$ cat src/rtl/ibex_multdiv_iter_pkg.sv
// ibex_multdiv_iter_pkg: shared types and constants for the iterative multiply/divide unit.
// Provides the operator encoding, the iteration FSM states and the widest supported operand.
package ibex_multdiv_iter_pkg;

    typedef enum logic [1:0] {
        MD_OP_MULL = 2'b00,
        MD_OP_MULH = 2'b01,
        MD_OP_DIV  = 2'b10,
        MD_OP_REM  = 2'b11
    } md_op_e;

    typedef enum logic [2:0] {
        IDLE  = 3'd0,
        ABS   = 3'd1,
        COMP  = 3'd2,
        FIXUP = 3'd3,
        DONE  = 3'd4
    } md_iter_state_e;

    localparam int unsigned MD_ITER_MAX_WIDTH = 64;

    // DIV and REM share the upper encoding bit
    function automatic logic md_op_is_div(input md_op_e op);
        return op[1];
    endfunction

endpackage

$ cat src/rtl/ibex_multdiv_iter_negate.sv
// ibex_multdiv_iter_negate: conditional two's-complement negator.
// Produces -i_val when i_neg is set, i_val otherwise.
module ibex_multdiv_iter_negate #(
    parameter int unsigned Width = 32
) (
    input  logic [Width-1:0] i_val,
    input  logic             i_neg,
    output logic [Width-1:0] o_val
);

    // Invert-and-increment when negation is requested, pass through otherwise
    always_comb begin
        o_val = i_val;
        if (i_neg) begin
            o_val = ~i_val + {{(Width-1){1'b0}}, 1'b1};
        end else begin
            o_val = i_val;
        end
    end

endmodule

$ cat src/rtl/ibex_multdiv_iter.sv
// ibex_multdiv_iter: iterative multiply/divide unit, one bit per cycle.
// Multiply is a signed shift-add over (Width+1)-bit extended operands into a 2*Width
// accumulator; divide is restoring long division on magnitudes with a sign fixup.
// Build macro IBEX_MULTDIV_ITER_EARLY_EXIT_EN: zero-operand multiplies finish in one
// cycle and divides skip the dividend's leading zeros; results are unchanged.
module ibex_multdiv_iter
    import ibex_multdiv_iter_pkg::*;
#(
    parameter int unsigned Width = 32
) (
    input  logic             clk_i,
    input  logic             rst_ni,
    input  logic             req_valid_i,
    output logic             req_ready_o,
    input  md_op_e           operator_i,
    input  logic [1:0]       signed_mode_i,
    input  logic [Width-1:0] op_a_i,
    input  logic [Width-1:0] op_b_i,
    input  logic             kill_i,
    output logic             res_valid_o,
    input  logic             res_ready_i,
    output logic [Width-1:0] result_o,
    output logic             busy_o
);

    localparam int unsigned CntW = $clog2(Width);

    md_iter_state_e     r_state, w_state_next;
    logic [CntW-1:0]    r_cnt;
    md_op_e             r_op;
    logic               r_sign_a, r_sign_b;
    logic [2*Width-1:0] r_mcand, r_acc;
    logic [Width-1:0]   r_mplier, r_quo, r_rem, r_divisor, r_result;
    logic               r_req_ready, r_res_valid, r_busy;

    logic               w_accept, w_in_is_div, w_in_b_zero, w_in_zero_mul;
    logic               w_a_sign, w_b_sign, w_q_bit, w_neg0_en;
    logic [Width-1:0]   w_imm_result, w_neg0_in, w_neg0_out, w_neg1_out;
    logic [Width-1:0]   w_dividend_abs;
    logic [CntW-1:0]    w_cnt_init;
    logic [2*Width-1:0] w_pp, w_acc_next;
    logic [Width:0]     w_rem_sh, w_diff;

    assign w_a_sign    = op_a_i[Width-1] & signed_mode_i[0];
    assign w_b_sign    = op_b_i[Width-1] & signed_mode_i[1];
    assign w_in_is_div = md_op_is_div(operator_i);
    assign w_in_b_zero = (op_b_i == {Width{1'b0}});
    assign w_accept    = req_valid_i & r_req_ready & ~kill_i;

`ifdef IBEX_MULTDIV_ITER_EARLY_EXIT_EN
    assign w_in_zero_mul = ~w_in_is_div & ((op_a_i == {Width{1'b0}}) | w_in_b_zero);
`else
    assign w_in_zero_mul = 1'b0;
`endif

    // Result for operations that hop straight from IDLE to DONE
    always_comb begin
        w_imm_result = {Width{1'b0}};
        if (w_in_is_div && w_in_b_zero) begin
            w_imm_result = (operator_i == MD_OP_DIV) ? {Width{1'b1}} : op_a_i;
        end else begin
            w_imm_result = {Width{1'b0}};
        end
    end

    // Partial product: the final multiplier bit carries negative weight when op_b is signed
    always_comb begin
        w_pp = {(2*Width){1'b0}};
        if (r_sign_b && (r_cnt == {CntW{1'b0}})) begin
            w_pp = ~r_mcand + {{(2*Width-1){1'b0}}, 1'b1};
        end else if (r_mplier[0]) begin
            w_pp = r_mcand;
        end else begin
            w_pp = {(2*Width){1'b0}};
        end
    end

    assign w_acc_next = r_acc + w_pp;

    // Restoring division step: shift in the next dividend bit, keep the difference if non-negative
    assign w_rem_sh = {r_rem, r_quo[Width-1]};
    assign w_diff   = w_rem_sh - {1'b0, r_divisor};
    assign w_q_bit  = ~w_diff[Width];

    // Negator 0 takes the dividend in ABS and the selected quotient/remainder in FIXUP
    always_comb begin
        w_neg0_in = r_quo;
        w_neg0_en = r_sign_a;
        if (r_state == FIXUP) begin
            w_neg0_in = (r_op == MD_OP_DIV) ? r_quo : r_rem;
            w_neg0_en = (r_op == MD_OP_DIV) ? (r_sign_a ^ r_sign_b) : r_sign_a;
        end else begin
            w_neg0_in = r_quo;
            w_neg0_en = r_sign_a;
        end
    end

    ibex_multdiv_iter_negate #(.Width(Width)) u_negate_a (
        .i_val (w_neg0_in),
        .i_neg (w_neg0_en),
        .o_val (w_neg0_out)
    );

    ibex_multdiv_iter_negate #(.Width(Width)) u_negate_b (
        .i_val (r_divisor),
        .i_neg (r_sign_b),
        .o_val (w_neg1_out)
    );

`ifdef IBEX_MULTDIV_ITER_EARLY_EXIT_EN
    logic [CntW-1:0] w_lzc;

    // Leading-zero count of the dividend magnitude; zero counts as Width-1 so one iteration remains
    always_comb begin
        w_lzc = CntW'(Width - 1);
        for (int i = 0; i < Width; i++) begin
            w_lzc = w_neg0_out[i] ? CntW'(Width - 1 - i) : w_lzc;
        end
    end

    assign w_dividend_abs = w_neg0_out << w_lzc;
    assign w_cnt_init     = CntW'(Width - 1) - w_lzc;
`else
    assign w_dividend_abs = w_neg0_out;
    assign w_cnt_init     = CntW'(Width - 1);
`endif

    // Next-state logic; kill overrides everything outside IDLE
    always_comb begin
        w_state_next = r_state;
        if (kill_i && (r_state != IDLE)) begin
            w_state_next = IDLE;
        end else begin
            case (r_state)
                IDLE: begin
                    if (!w_accept) begin
                        w_state_next = IDLE;
                    end else if (!w_in_is_div) begin
                        w_state_next = w_in_zero_mul ? DONE : COMP;
                    end else if (w_in_b_zero) begin
                        w_state_next = DONE;
                    end else begin
                        w_state_next = ABS;
                    end
                end
                ABS:     w_state_next = COMP;
                COMP: begin
                    if (r_cnt == {CntW{1'b0}}) begin
                        w_state_next = md_op_is_div(r_op) ? FIXUP : DONE;
                    end else begin
                        w_state_next = COMP;
                    end
                end
                FIXUP:   w_state_next = DONE;
                DONE:    w_state_next = res_ready_i ? IDLE : DONE;
                default: w_state_next = IDLE;
            endcase
        end
    end

    // State register plus registered handshake and status outputs
    always_ff @(posedge clk_i or negedge rst_ni) begin
        if (!rst_ni) begin
            r_state     <= IDLE;
            r_req_ready <= 1'b1;
            r_res_valid <= 1'b0;
            r_busy      <= 1'b0;
        end else begin
            r_state     <= w_state_next;
            r_req_ready <= (w_state_next == IDLE);
            r_res_valid <= (w_state_next == DONE);
            r_busy      <= (w_state_next != IDLE);
        end
    end

    // Operand capture, per-iteration datapath update and result register
    always_ff @(posedge clk_i or negedge rst_ni) begin
        if (!rst_ni) begin
            r_cnt     <= {CntW{1'b0}};
            r_op      <= MD_OP_MULL;
            r_sign_a  <= 1'b0;
            r_sign_b  <= 1'b0;
            r_mcand   <= {(2*Width){1'b0}};
            r_acc     <= {(2*Width){1'b0}};
            r_mplier  <= {Width{1'b0}};
            r_quo     <= {Width{1'b0}};
            r_rem     <= {Width{1'b0}};
            r_divisor <= {Width{1'b0}};
            r_result  <= {Width{1'b0}};
        end else begin
            case (r_state)
                IDLE: begin
                    if (w_accept) begin
                        r_op      <= operator_i;
                        r_sign_a  <= w_a_sign;
                        r_sign_b  <= w_b_sign;
                        r_mcand   <= {{Width{w_a_sign}}, op_a_i};
                        r_acc     <= {(2*Width){1'b0}};
                        r_mplier  <= op_b_i;
                        r_quo     <= op_a_i;
                        r_rem     <= {Width{1'b0}};
                        r_divisor <= op_b_i;
                        r_cnt     <= CntW'(Width - 1);
                        r_result  <= w_imm_result;
                    end
                end
                ABS: begin
                    r_quo     <= w_dividend_abs;
                    r_divisor <= w_neg1_out;
                    r_cnt     <= w_cnt_init;
                end
                COMP: begin
                    r_acc    <= w_acc_next;
                    r_mcand  <= r_mcand << 1;
                    r_mplier <= r_mplier >> 1;
                    r_rem    <= w_q_bit ? w_diff[Width-1:0] : w_rem_sh[Width-1:0];
                    r_quo    <= {r_quo[Width-2:0], w_q_bit};
                    r_cnt    <= r_cnt - {{(CntW-1){1'b0}}, 1'b1};
                    if ((r_cnt == {CntW{1'b0}}) && !md_op_is_div(r_op)) begin
                        r_result <= (r_op == MD_OP_MULL) ? w_acc_next[Width-1:0]
                                                         : w_acc_next[2*Width-1:Width];
                    end
                end
                FIXUP: begin
                    r_result <= w_neg0_out;
                end
                default: begin
                    r_result <= r_result;
                end
            endcase
        end
    end

    assign req_ready_o = r_req_ready;
    assign res_valid_o = r_res_valid;
    assign busy_o      = r_busy;
    assign result_o    = r_result;

endmodule
$ cat config.mk
export PLATFORM = sky130hd
export DESIGN_NAME = ibex_multdiv_iter
export DESIGN_NICKNAME = d
export VERILOG_FILES = /design/src/rtl/ibex_multdiv_iter_pkg.sv /design/src/rtl/ibex_multdiv_iter_negate.sv /design/src/rtl/ibex_multdiv_iter.sv
export SDC_FILE = /design/constraint.sdc
export NUM_CORES = 1
export LEC_CHECK = 0
export ABC_CLOCK_PERIOD_IN_PS = 11900
export CAP_MARGIN = 25
export CORE_UTILIZATION = 65
export CTS_CLUSTER_DIAMETER = 40
export DETAILED_ROUTE_END_ITERATION = 7
export GPL_TIMING_DRIVEN = 1
export PLACE_DENSITY = 0.87
export RECOVER_POWER = 25
export REMOVE_ABC_BUFFERS = 1
export SETUP_SLACK_MARGIN = 0.5
export SYNTH_ARGS = -nofsm -noshare
export SYNTH_HDL_FRONTEND = slang
export SYNTH_SLANG_ARGS = --single-unit
$ cat constraint.sdc
create_clock -name clk_i -period 11.9 [get_ports clk_i]
set_clock_uncertainty 0.05 [all_clocks]
set_input_delay 2.38 -clock clk_i [delete_from_list [all_inputs] [get_ports clk_i]]
set_output_delay 2.38 -clock clk_i [all_outputs]
set_load 0.05 [all_outputs]
# After elaboration in Yosys (flattened, before gate mapping)
# Cells that the tools add are included.
[classes] mux=36 n_bitwise=10 n_addsub=6 reduce_logical=21 eq_ne=10
[op_table] cell="$mux W32" n=13
[op_table] cell="$mux W64" n=4
[op_table] cell="$pmux W64 S2" n=2
[op_table] cell="$pmux W32 S2" n=3
[op_table] cell="$pmux W32 S3" n=2
[op_table] cell="$add A32 B1 Y32 const B" n=2
[op_table] cell="$add A64 B1 Y64 const B" n=1
[op_table] cell="$add A64 B64 Y64" n=1
[op_table] cell="$not A32 Y32" n=2
[op_table] cell="$not A64 Y64" n=1
[op_table] cell="$sub A33 B32 Y33" n=1
[op_table] cell="$logic_not A32 Y1" n=1
[op_table] cell="$mux W3" n=7
[op_table] cell="$pmux W3 S5" n=1
[op_table] cell="$pmux W5 S3" n=1
[op_table] cell="$reduce_bool A3 Y1" n=4
[op_table] cell="$eq A3 B2 Y1 const B" n=2
[op_table] cell="$eq A3 B3 Y1 const B" n=2
[op_table] cell="$logic_not A3 Y1" n=2
[op_table] cell="$ne A2 B2 Y1 const B" n=3
[op_table] cell="$reduce_and A2 Y1" n=3
[op_table] cell="$reduce_and A3 Y1" n=2
[op_table] cell="$logic_not A5 Y1" n=1
[op_table] cell="$mux W5" n=1
[op_table] cell="other kinds (11)" n=21
[totals] elab_cells=98 reg_bits=303 input_bits=73

# Logic depth before layout (Yosys ltp)
# Gate-level depths: netlist (run 1).
[logic_depth] word_depth=7 mapped_depth=22 depth_no_buf=20

# Hierarchy
# From an unflattened synthesis (run 1), not the netlist that was laid out.
[hier_totals] cells_unflattened=2868 hier_area_um2=22984.5
[by_module_without_submodules] module="ibex_multdiv_iter" n_inst=1 area_per_inst_um2=21430.6 cells_per_inst=2670 seq_area_each_um2=7583.5
[by_module_without_submodules] module="ibex_multdiv_iter_negate" n_inst=2 area_per_inst_um2=777.0 cells_per_inst=99 seq_area_each_um2=0.0

# Worst setup path before layout (run 1)
# Ideal clock, no wire load.
[synth_timing] path_type="register -> register" from="register r_mcand[12]" to="register r_result[31], in the netlist result_o[31]" period_less_slack_ns=5.248 t_required_ns=11.729 path_stages_with_launch=23 arrival_time_ns=5.077 setup_time_ns=0.121 slack_ns=6.652 path_cell_list="dfrtp_1 -> buf_6 -> or4_4 -> nor2_4 -> nand3_2 -> or4_4 -> or3_4 -> o41ai_4 -> o21ai_1 -> nor2_1 -> a21oi_1 -> ha_1 -> clkbuf_1 -> nand4_1 -> inv_1 -> a211oi_1 -> o21ai_0 -> a2111oi_0 -> a21oi_1 -> o41ai_1 -> xor2_1 -> nor2_1 -> o22a_1"
[synth_via] elab_chain_cells=7
[synth_lines] item="start: declaration" line="ibex_multdiv_iter.sv:32" source="logic [2*Width-1:0] r_mcand, r_acc;"
[synth_lines] item="start signal: assignment" line="ibex_multdiv_iter.sv:183" source="r_mcand <= {(2*Width){1'b0}};"
[synth_lines] item="start signal: assignment" line="ibex_multdiv_iter.sv:197" source="r_mcand <= {{Width{w_a_sign}}, op_a_i};"
[synth_lines] item="start signal: assignment" line="ibex_multdiv_iter.sv:214" source="r_mcand <= r_mcand << 1;"
[synth_lines] item="$not A64 Y64" line="ibex_multdiv_iter.sv:70" source="w_pp = ~r_mcand + {{(2*Width-1){1'b0}}, 1'b1};"
[synth_lines] item="$add A64 B1 Y64" line="ibex_multdiv_iter.sv:70"
[synth_lines] item="$mux W64 *" line="ibex_multdiv_iter.sv:69" source="if (r_sign_b && (r_cnt == {CntW{1'b0}})) begin"
[synth_lines] item="$add A64 B64 Y64 *" line="ibex_multdiv_iter.sv:78" source="assign w_acc_next = r_acc + w_pp;"
[synth_lines] item="$mux W32 *" line="ibex_multdiv_iter.sv:220" source="r_result <= (r_op == MD_OP_MULL) ? w_acc_next[Width-1:0]"
[synth_lines] item="$mux W32 *" line="ibex_multdiv_iter.sv:219" source="if ((r_cnt == {CntW{1'b0}}) && !md_op_is_div(r_op)) begin"
[synth_lines] item="$pmux W32 S3 *" line="ibex_multdiv_iter.sv:191" source="case (r_state)"
[synth_lines] item="end signal: assignment" line="ibex_multdiv_iter.sv:189" source="r_result <= {Width{1'b0}};"
[synth_lines] item="end signal: assignment" line="ibex_multdiv_iter.sv:220"
[synth_lines] item="end signal: assignment" line="ibex_multdiv_iter.sv:225" source="r_result <= w_neg0_out;"
[synth_lines] item="end: declaration" line="ibex_multdiv_iter.sv:33" source="logic [Width-1:0] r_mplier, r_quo, r_rem, r_divisor, r_result;"
# Mark *: on every way between the ends. The rest lies on a longest branch, timed or not. The select of a mux whose other input is x is not followed.
# A chain may end at the register's enable or synchronous reset.

==> metrics.yaml, run 1 <==
netlist_area_sq_um: 23200
min_period_ns: 7.63
path_max_fanout: 108
yosysWarnings: 0
core_area_sq_um: 34900
critPathArrivalTime_ns: 6.77
cts_hold_buf: 0
overflow: 0
drtIter0Drc: 2896
clockPowerShare: 0.185
h-tree-depth: 2
cap_viol_max_count: 1
ys_ff_latch: 303
worst-path-buf-inv: 1
dp_hpwl_um: 56100
fmax_ghz: 0.131
multi_input_area_sq_um: 14700
fillers: 2609
regArea_sq_um: 7580
drive_gt1_frac: 0.0583
fp.dieW_um: 191
drc: 0
final_nets: 3212
outcome: "finished with violations"
cpMaxStageDelayCell: "clkbuf_1"
finalCoreUtilization: 0.752
setup_viol: 0
gp_congestion: 1.03
cp_slowest_stage_delay_ns: 4.18
pin_count: 108
die_h_um: 191
drt_first_pass_iters: 6
syn_avg_cell_area_sq_um: 7.65
critPathRequiredTime_ns: 11.04
start_kind: "input port"
period_share: 0.641
cp_top_family: "buffers and inverters"
violations: "max-capacitance violations, max-slew violations"
cp-end-kind: "async pin"
grt_first_pass_wirelength_um: 126000
p_leak_nw: 11.2
grt_use_total: 0.439
vias_per_cell: 6.99
cts_tree: "yes"
yosysTopAreaCell: "dfrtp_1"
tightest_slew_ns: 6.16
async_flop_share: 1.00
combPwrFrac: 0.561
synth_area_leaders: "dfrtp_1 (33%), nand2_1 (7.0%), ha_1 (5.7%), nor2_1 (5.3%), o21ai_0 (4.8%)"
portBuffers: 107
synthFlopType: "dfrtp_1"
postCtsResizedCells: 0
clockRootBuffer: "clkbuf_16"
initial_core_util: 0.666
vdd_drop_max_mv: 0.259
routed_wl_um: 81000
layout_commonest_cell: "nand2_1"
detail_route.wl_per_cell_um: 23.0
fin_setup_tns_ns: 0
switching_power_w: 0.00414
area_delta_synth_final_pct: 12.8
antenna_found_initial: 0
yosys.area.top_type_share: 0.325
p_seq_frac: 0.253
powerDensity_nw_per_um2: 311
row_count: 68
grt_pass1_vias: 23400
num_vias: 24700
synth.distinct_cells: 84
hold_viol: 0
sw_frac_of_total: 0.507
synth_edf_count: 0
clkSlewWorstSetupHoldPaths_ns: 0.05
slew_viol_final: 109
ant_nets: 0
syn_inst: 3040
cts_setup_buffers: 0
final_cell_mix: "nand2_1 (433), nor2_1 (326), dfrtp_1 (302)"
cts.path.max_buffers: 3
rsz0062_at_grt: "no"
min-delay-path-class: "reg2reg"
grt_max_degree: 185
cts_inserted_buffers: 49
cts_num_sinks: 303
die-area_sq_um: 36500
seq_area_frac_synth: 0.326
insertion_delay_ns: 0.61
p_int_w: 0.00402
crit_type: "in2async"
relSlewSlack: -3.10
antenna_cells: 0
crit_chain: "clkbuf_1"
==> power by group through the flow <==
stage / Sequential, W / Clock [W] / Combinational, W
after floorplan: 0.00205 / 0 / 0.00302
after global placement: 0.00200 / 0 / 0.00429
after detailed placement: 0.00203 / 0 / 0.00441
after CTS: 0.00202 / 0.00151 / 0.00446
after global routing: 0.00210 / 0.00156 / 0.00494
final: 0.00207 / 0.00151 / 0.00458
==> cells in the mapped netlist, types with 52 or more instances <==
master    number
clkbuf_1     174
o21ai_0      224
mux2i_1       63
nand3_1      182
a21o_1        53
a31oi_1      119
a21oi_1      216
xnor2_1       64
inv_1         59
nand2_1      436
nor2_1       329
ha_1         106
nor3_1        58
xor2_1        57
o21ai_1       52
dfrtp_1      302
==> registers in the layout (all words and copies together) (netlist names), 2 cells and up <==
| name | cells |
|---|---|
| r_mcand | 64 |
| r_divisor | 32 |
| r_state | 3 |
| r_quo | 32 |
| r_op | 2 |
| r_acc | 64 |
| result_o | 32 |
| r_rem | 32 |
| r_cnt | 5 |
| r_mplier | 32 |
==> cells by family (layout without fill, tap and decap cells) <==
logic type | Yosys count | in the layout | share of synthesized area
AOI/OAI and AO/OA | 952 | 952 | 0.254
xor gates and xnor gates | 121 | 121 | 0.0456
adders and majority gates | 109 | 109 | 0.0592
buffers and inverters | 258 | 290 | 0.0430
DFF | 303 | 303 | 0.326
muxes | 63 | 63 | 0.0271
and+or+nand+nor | 1234 | 1234 | 0.245
==> area by class of cell <==
| class | count | area share |
|---|---|---|
| multi-input cells | 2479 | 0.561 |
| flip-flops and latches | 303 | 0.289 |
| repair buffers | 139 | 0.0532 |
| clock buffers | 60 | 0.0514 |
| well taps | 455 | 0.0217 |
| clock inverters | 32 | 0.0150 |
| inverters | 59 | 0.00844 |
==> stage by stage <==
stage | setup slack [ns] | total power (W) | instances | cell area [sq um] | hold slack, ns
after global routing | 3.30 | 0.00860 | 3527 | 26200 | 0.453
after detailed placement | 5.68 | 0.00644 | 3433 | 24400 | 0.427
after global placement | 5.77 | 0.00630 | 3431 | 24400 | 0.421
final | 4.27 | 0.00817 | 3527 | 26200 | 0.436
after floorplan | 1.67 | 0.00507 | 2841 | 22500 | 0.405
after CTS | 5.58 | 0.00799 | 3525 | 26200 | 0.443
==> path summary, 6_finish.rpt <==
| kind | slack [ns] | cells after the start | from | end |
|---|---|---|---|---|
| min | 0.44 | 1 | result_o[3] | result_o[3] |
| max | 4.27 | 1 | rst_ni | r_acc[42] |
| max in group clk_i | 5.37 | 19 | r_cnt[1] | result_o[29] |
| min reg2reg | 0.44 | 1 | result_o[3] | result_o[3] |
| max reg2reg | 5.37 | 19 | r_cnt[1] | result_o[29] |
| min in group asynchronous | 3.99 | 1 | rst_ni | r_acc[35] |
==> routing by layer <==
layer | up-vias | GRT usage | share of wire
met3 | 349 | 0.0892 | 0.10
met1 | 11600 | 0.539 | 0.37
met4 | 0 | 0.285 | 0.066
met2 | 1669 | 0.699 | 0.46
met5 | - | 0.00962 | 0
li1 | 11000 | - | -
No activity file was read; power rests on OpenSTA's default activity.
==> inputs of run 2 (changes only) <==
ABC_CLOCK_PERIOD_IN_PS = 7640   (was 11900)
CORE_UTILIZATION = 62   (was 65)
PLACE_DENSITY = 0.84   (was 0.87)
clock period = 7.64 ns   (was 11.9 ns; I/O delays follow)
==> run 2 against run 1 <==
Compared with the run above:
- the run still ends with max-capacitance violations, max-slew violations left
- routed wire length up 1.1%
- worst setup slack worse by 3.2 ns
- register-to-register slack worse by 4.3 ns
- sequential power up 54%
- clock power up 65%
- first-iteration DRC count down 5.2%
- critical path depth up 18
- non-clock buffer count up 4
- cell area up 0.45%
- combinational power up 58%
- largest cell class unchanged
- largest power group unchanged
==> metrics.yaml, run 2 (same netlist as run 1, synthesis figures left out) <==
cts_hold_buf: 0
cp_top_family: "compound AO/OA/AOI/OAI gates"
grt_pass1_vias: 23300
cts_num_sinks: 303
ant_nets: 0
pre_cts_ws_ns: 1.37
violations: "max-capacitance violations, max-slew violations"
crit_chain: "or4_4, nor2_4, nand3_2, or4_4, or3_4, o41ai_4, o21ai_1, nor2_1, a21oi_1, ha_1, a21o_1, a21o_1, a21oi_1, o21ai_1, a221o_1, a221oi_1, o21ai_1, nor4_1, o22a_1"
postCtsResizedCells: 0
path_max_fanout: 11
slew_viol_final: 151
critPathArrivalTime_ns: 7.05
setup_viol: 0
drive_gt1_frac: 0.0585
drc: 0
clockPowerShare: 0.193
grt_first_pass_wirelength_um: 128000
finalNonFillerCells: 3546
whs_path_depth: 1
area_delta_synth_final_pct: 13.3
p_int_w: 0.00643
sw_frac_of_total: 0.502
initial_core_util: 0.632
hold_viol: 0
fin_ws_ns: 1.10
outcome: "finished with violations"
clkSlewWorstSetupHoldPaths_ns: 0.06
die_h_um: 196
dp_hpwl_um: 58400
min_period_ns: 6.54
fillers: 2887
grt_use_total: 0.425
tightest_slew_ns: 4.48
reg2reg_depth: 19
die-area_sq_um: 38300
gp_congestion: 1.01
relSlewSlack: -1.98
insertion_delay_ns: 0.63
rsz0062_at_grt: "no"
cp-end-kind: "flop"
routed_wl_um: 81800
drt_first_pass_iters: 6
cp_slowest_stage_delay_ns: 0.60
critPathRequiredTime_ns: 8.15
drtIter0Drc: 2746
num_vias: 24400
clockRootBuffer: "clkbuf_16"
final_cell_mix: "nand2_1 (433), nor2_1 (326), dfrtp_1 (302)"
design_area_sq_um: 26300
h-tree-depth: 2
cpMaxStageDelayCell: "nor4_1"
antenna_cells: 0
vias_per_cell: 6.88
portBuffers: 107
cts.path.max_buffers: 3
final_nets: 3219
antenna_found_initial: 1
cts_setup_buffers: 0
grt_max_degree: 155
period_share: 0.857
row_count: 70
p_leak_nw: 11.3
layout_commonest_cell: "nand2_1"
worst-path-buf-inv: 0
p_seq_frac: 0.247
cp.depth: 19
fp.dieW_um: 196
hold_slack_ns: 0.439
core_area_sq_um: 36800
cpMostUsedCell: "o21ai_1"
detail_route.wl_per_cell_um: 23.1
place_inst: 3448
cap_viol_max_count: 2
combPwrFrac: 0.560
powerDensity_nw_per_um2: 491
fin_setup_tns_ns: 0
vdd_drop_max_mv: 0.417
crit_type: "reg2reg"
start_kind: "flop"
reg_top3: "r_acc x64, r_mcand x64"
placed_area_sq_um: 24400
switching_power_w: 0.00649
overflow: 0
fmax_ghz: 0.153
cts_inserted_buffers: 52
min-delay-path-class: "reg2reg"
cts_tree: "yes"
pin_count: 108
## run 2: changes by cell type in the layout (fill, tap and decap cells not counted), moves of 3 or more
cell and change:
clkbuf_16 +3, clkbuf_1 +5, clkinvlp_4 -10, buf_4 +3
clkbuf_8 +3
## run 2: layer usage
layer  vias to the layer above  routed length (um)  GRT usage
met1                     11600               31200      0.530
met3                       317                7960     0.0903
met2                      1416               37300      0.674
met4                         2                5400      0.260
met5                         -                  13          0
li1                      11100                   -          -
## run 2: stage by stage
stage           util  power [W]
4_1_cts        0.715     0.0127
6_report       0.716     0.0129
2_1_floorplan      -    0.00790
3_3_place_gp   0.665    0.00993
5_1_grt        0.716     0.0136
3_5_place_dp   0.665     0.0101
## run 2: worst paths after layout
path                             start      endpoint  slack, ns
min                        result_o[3]   result_o[3]       0.44
max                        r_mcand[12]  result_o[29]       1.10
max reg2reg                r_mcand[12]  result_o[29]       1.10
max in group asynchronous       rst_ni  r_mplier[26]       1.55
min in group asynchronous       rst_ni   result_o[3]       2.44
min reg2reg                result_o[3]   result_o[3]       0.44
## run 2: worst reg2reg max path, cell delays in order (launching register included)
cell      delay (ns)
dfrtp_1         0.47
or4_4           0.56
nor2_4          0.26
nand3_2         0.10
or4_4           0.50
or3_4           0.39
o41ai_4         0.54
o21ai_1         0.12
nor2_1          0.12
a21oi_1         0.06
ha_1            0.46
a21o_1          0.25
a21o_1          0.18
a21oi_1         0.36
o21ai_1         0.15
a221o_1         0.38
a221oi_1        0.55
o21ai_1         0.18
nor4_1          0.60
o22a_1          0.21
## run 2: layout make-up
cell class	count	area, sq um	area share
tap	468	586	0.0222
multi-input combinational	2479	14700	0.559
clock inverter	24	363	0.0138
inverter	59	221	0.00841
timing repair buffer	143	1390	0.0528
sequential	303	7580	0.288
clock buffer	70	1480	0.0562
## run 2: power by group through the flow
| stage | Sequential, W | Clock [W] | Combinational [W] |
|---|---|---|---|
| 6_report | 0.00319 | 0.00249 | 0.00724 |
| 5_1_grt | 0.00326 | 0.00257 | 0.00777 |
| 4_1_cts | 0.00314 | 0.00249 | 0.00703 |
| 3_5_place_dp | 0.00315 | 0 | 0.00698 |
| 3_3_place_gp | 0.00311 | 0 | 0.00682 |
| 2_1_floorplan | 0.00319 | 0 | 0.00471 |
